## config.mk

```make
export PLATFORM = sky130hd
export DESIGN_NAME = btn_debounce_sel
export DESIGN_NICKNAME = d
export VERILOG_FILES = /design/src/rtl/btn_debounce_sel.sv
export SDC_FILE = /design/constraint.sdc
export NUM_CORES = 1
export LEC_CHECK = 0
export ABC_AREA = 1
export CORE_UTILIZATION = 45
export CTS_CLUSTER_SIZE = 40
export DETAILED_ROUTE_END_ITERATION = 7
export PLACE_DENSITY = 0.66
export SLEW_MARGIN = 40
export SYNTH_ARGS = -nofsm -noshare
export SYNTH_HDL_FRONTEND = slang
export SYNTH_SLANG_ARGS = --single-unit
```

## constraint.sdc

```tcl
create_clock -name clk -period 4.6 [get_ports clk]
set_clock_uncertainty 0.15 [all_clocks]
set_input_delay 0.92 -clock clk [delete_from_list [all_inputs] [get_ports clk]]
set_output_delay 0.92 -clock clk [all_outputs]
set_load 0.02 [all_outputs]
```

## src/rtl/btn_debounce_sel.sv

```systemverilog
// Push-button front end: two-flop synchroniser, per-button saturating debounce,
// press/release strobes and a latched "last pressed button" selector.
module btn_debounce_sel #(
    parameter int unsigned N_BTN           = 4,
    parameter int unsigned DEBOUNCE_CYCLES = 50000,
    parameter int unsigned CNT_W           = 16,
    localparam int unsigned SEL_W          = (N_BTN > 1) ? $clog2(N_BTN) : 1
) (
    input  logic             clk,
    input  logic             reset,
    input  logic [N_BTN-1:0] btn_raw_n,
    output logic [N_BTN-1:0] btn_db_n,
    output logic [N_BTN-1:0] press_pulse,
    output logic [N_BTN-1:0] release_pulse,
    output logic [SEL_W-1:0] sel_idx,
    output logic             sel_valid
);

    localparam logic [CNT_W-1:0] CntMax = CNT_W'(DEBOUNCE_CYCLES - 1);

    logic [N_BTN-1:0] sync1_q;
    logic [N_BTN-1:0] sync2_q;
    logic [N_BTN-1:0] db_q, db_d;
    logic [N_BTN-1:0] press_q, press_d;
    logic [N_BTN-1:0] release_q, release_d;
    logic [CNT_W-1:0] cnt_q [N_BTN];
    logic [CNT_W-1:0] cnt_d [N_BTN];
    logic [SEL_W-1:0] sel_idx_q, sel_idx_d;
    logic             sel_valid_q, sel_valid_d;

    // Any sample matching the accepted level restarts the count, so a bounce
    // can never accumulate towards a false transition.
    always_comb begin
        db_d      = db_q;
        press_d   = '0;
        release_d = '0;
        for (int i = 0; i < int'(N_BTN); i++) begin
            cnt_d[i] = '0;
            if (sync2_q[i] != db_q[i]) begin
                if (cnt_q[i] == CntMax) begin
                    db_d[i]      = sync2_q[i];
                    press_d[i]   = ~sync2_q[i];
                    release_d[i] = sync2_q[i];
                end else begin
                    cnt_d[i] = cnt_q[i] + CNT_W'(1);
                end
            end
        end
    end

    // Descending scan so the lowest pressed index is the one that sticks.
    always_comb begin
        sel_idx_d   = sel_idx_q;
        sel_valid_d = sel_valid_q;
        for (int i = int'(N_BTN) - 1; i >= 0; i--) begin
            if (press_q[i]) begin
                sel_idx_d   = SEL_W'(i);
                sel_valid_d = 1'b1;
            end
        end
    end

    always_ff @(posedge clk) begin
        if (reset) begin
            sync1_q     <= '1;
            sync2_q     <= '1;
            db_q        <= '1;
            press_q     <= '0;
            release_q   <= '0;
            sel_idx_q   <= '0;
            sel_valid_q <= 1'b0;
            for (int i = 0; i < int'(N_BTN); i++) begin
                cnt_q[i] <= '0;
            end
        end else begin
            sync1_q     <= btn_raw_n;
            sync2_q     <= sync1_q;
            db_q        <= db_d;
            press_q     <= press_d;
            release_q   <= release_d;
            sel_idx_q   <= sel_idx_d;
            sel_valid_q <= sel_valid_d;
            for (int i = 0; i < int'(N_BTN); i++) begin
                cnt_q[i] <= cnt_d[i];
            end
        end
    end

    assign btn_db_n      = db_q;
    assign press_pulse   = press_q;
    assign release_pulse = release_q;
    assign sel_idx       = sel_idx_q;
    assign sel_valid     = sel_valid_q;

endmodule

```

==> results.py <==
metrics = {
    "setup_path": {
        "startpoint_type": "register",
        "r2r_slack_ps": 2850,
        "cp.depth": 1,
        "cpLargestDelayFamily": "buffers and inverters",
        "reg2reg_depth": 6,
        "critical_path.endpoint_type": "output pin",
        "cp_data_arrival_time_ps": 1440,
        "crit_path_end": "btn_db_n[1]",
        "slowest_stage": "clkdlybuf4s50_1",
        "cp.required_ps": 3530,
        "critPathLaunch": "btn_db_n[1]$_SDFFE_PP1P_",
        "cpPeakStageDelay_ps": 650,
        "path_class": "reg2out",
        "crit_fanout": 5,
        "r2r_end": "cnt_q[1][2]$_SDFF_PP0_",
        "r2r-start": "cnt_q[1][0]$_SDFF_PP0_",
        "crit_buf_inv": 1,
        "path_cells": "clkdlybuf4s50_1",
    },
    "synthesis": {
        "netlist_instances": 588,
        "synth_commonest_cells": "nand2_1 (120), nor2_1 (120), dfxtp_1 (87)",
        "syn_area_per_cell_um2": 6.931,
        "synthTopCellsByArea": "dfxtp_1 (43%), nand2_1 (11%), nor2_1 (11%), inv_1 (6.6%), nand3_1 (6.3%)",
        "yosysWarnings": 0,
        "yosysTopAreaCell": "dfxtp_1",
        "yosysTopAreaCellShare_pct": 42.74,
        "synth.yosys.seq_area_share_pct": 42.74,
        "dominantRegCellSynth": "dfxtp_1",
        "syn-num-nets": 598,
        "async_reset_ff_share_pct": 0,
        "syn_area_um2": 4075,
        "ys_types": 26,
        "synth_edf_count": 0,
        "synth-seq-cells": 87,
    },
    "cts": {
        "cts_max_path_buffers": 2,
        "post_cts_buffers": 0,
        "cts_resized": 0,
        "htree_levels": 3,
        "clkLatencyLatePin_ps": 360,
        "cts_sinks": 87,
        "cts_made_buffers": 9,
        "ctsHoldBuffers": 0,
        "path_clk_slew_ps": 90,
        "ctsRootBufferMaster": "clkbuf_8",
        "tritoncts": "yes",
    },
    "power": {
        "total_power_uw": 1250,
        "p_sw_uw": 288.0,
        "power_density_nw_per_um2": 276.1,
        "switching_share_pct": 23.04,
        "vdd_drop_max_uv": 124.8,
        "pwr-share-seq_pct": 60.7,
        "p_comb_share_pct": 1.6,
        "cellInternalPower_uw": 961.9,
        "leakagePower_uw": 0.001583,
        "p_clk_share_pct": 37.6,
    },
    "floorplanning": {
        "dieArea_um2": 9440,
        "die_h_um": 97.16,
        "rows": 34,
        "initial_core_util_pct": 46.50,
        "design.core.area_um2": 8763,
        "io_pins": 21,
        "die_w_um": 97.16,
    },
    "global_route": {
        "grt_pass1_wl_um": 14450,
        "grt_pass1_vias": 3289,
        "grt_start_max_net_pins": 17,
        "grt_overflow": 0,
        "antenna_found_initial": 0,
        "track_usage_pct": 18.45,
    },
    "routing": {
        "viasPerCell": 4.967,
        "dr.pass1.iters": 5,
        "wl_per_cell_um": 11.24,
        "vias": 3611,
        "drtIter0Drc": 134,
        "drc": 0,
        "finalWirelength_um": 8168,
        "antenna_left": 0,
    },
    "timing": {
        "fin_crit_sh_pct": 54.49,
        "fin_crit_ps": 2506,
        "tns_ps": 0,
        "final.setup.worst_slack_ps": 2094,
        "fmax_mhz": 399.0,
        "hold_viol": 0,
        "tightest_slew_ps": 429.9,
        "max-slew-margin-rel_pct": 71.23,
        "grt_setup_unrepaired": "no",
        "slew_violations": 0,
        "setup_violations": 0,
    },
    "finish": {
        "fin_nets": 624,
        "area_delta_synth_final_pct": 11.08,
        "drive_gt1_share_pct": 6.785,
        "diodes": 0,
        "num-fill-cells": 874,
    },
    "place": {
        "dpl_worst_slack_ps": 1823,
        "dpl.hpwl_um": 6006,
        "gp_congestion": 0.8317,
        "io_buffer_count": 20,
    },
    "job": {
        "cap_violations": 0,
    },
    "min_path": {
        "hold_class": "reg2reg",
    },
    "run_status": {
        "status": "finished clean",
    },
}
state kept, by name, summed over array words and instances, names as in the netlist:
register       flops
btn_db_n           4
release_pulse      4
sel_valid          1
cnt_q             64
press_pulse        4
sync2_q            4
sel_idx            2
sync1_q            4
layout by cell type (no fill, tap or decap), types with 3 or more instances in the layout:
cell / count
nand2_1: 120
nor2_1: 120
dfxtp_1: 87
inv_1: 72
nand3_1: 51
a21oi_1: 33
nand4_1: 23
clkdlybuf4s50_1: 20
xor2_1: 18
nor3_1: 13
or2_2: 11
clkbuf_8: 9
nor2_2: 6
nand2_2: 6
o21ai_0: 6
ha_1: 4
and2_1: 3
cell type report:
class,count,area [um^2],area share [%]
Clock inverter,5,33.78,0.7463
Timing Repair Buffer,20,200.2,4.422
Multi-Input combinational cell,423,2011,44.42
Sequential cell,87,1742,38.47
Inverter,73,274.0,6.053
Tap cell,108,135.1,2.985
Clock buffer,11,131.4,2.902
cell families after synthesis:
family,Yosys count,share of synthesized area (%)
DFF,87,42.74
and+or+nand+nor,358,38.62
AOI/OAI and AO/OA,41,5.189
buffers and inverters,78,7.921
adders and majority gates,4,1.228
xor gates and xnor gates,20,4.298
worst min-delay path by stage:
stage | cells past startpoint | end | slack [ps] | startpoint
2_1_floorplan | 1 | sync2_q[0]$_SDFF_PP1_ | 240 | sync1_q[0]$_SDFF_PP1_
3_3_place_gp | 1 | sync2_q[2]$_SDFF_PP1_ | 240 | sync1_q[2]$_SDFF_PP1_
3_5_place_dp | 1 | sync2_q[1]$_SDFF_PP1_ | 240 | sync1_q[1]$_SDFF_PP1_
4_1_cts | 1 | sync2_q[1]$_SDFF_PP1_ | 260 | sync1_q[1]$_SDFF_PP1_
5_1_grt | 1 | sync2_q[1]$_SDFF_PP1_ | 280 | sync1_q[1]$_SDFF_PP1_
6_report | 1 | sync2_q[0]$_SDFF_PP1_ | 270 | sync1_q[0]$_SDFF_PP1_
layer usage:
layer	routed length, um	up-vias	track usage (%)
li1	-	1914	-
met1	4104	1616	24.31
met2	3646	62	29.63
met3	253	19	3.022
met4	164	0	8.381
met5	0	-	0
power groups by stage:
| stage | Sequential [uW] | Combinational (uW) | Clock (uW) |
|---|---|---|---|
| floorplan | 777 | 14.3 | 0 |
| CTS | 759 | 20.7 | 485 |
| global placement | 777 | 20.2 | 0 |
| global route | 760 | 22.9 | 517 |
| detailed placement | 777 | 20.6 | 0 |
| finish | 759 | 20.5 | 470 |
stage by stage:
step / util (%) / hold slack [ps] / cells / area (um^2)
after global placement: 49.77 / 241.9 / 711 / 4362
after CTS: 51.66 / 263.2 / 727 / 4527
after global routing: 51.66 / 278.7 / 727 / 4527
final: 51.66 / 267.6 / 727 / 4527
after floorplan: - / 239.5 / 588 / 4075
after detailed placement: 49.77 / 243.7 / 711 / 4362
Note: power is estimated with default switching activity, not from simulation.
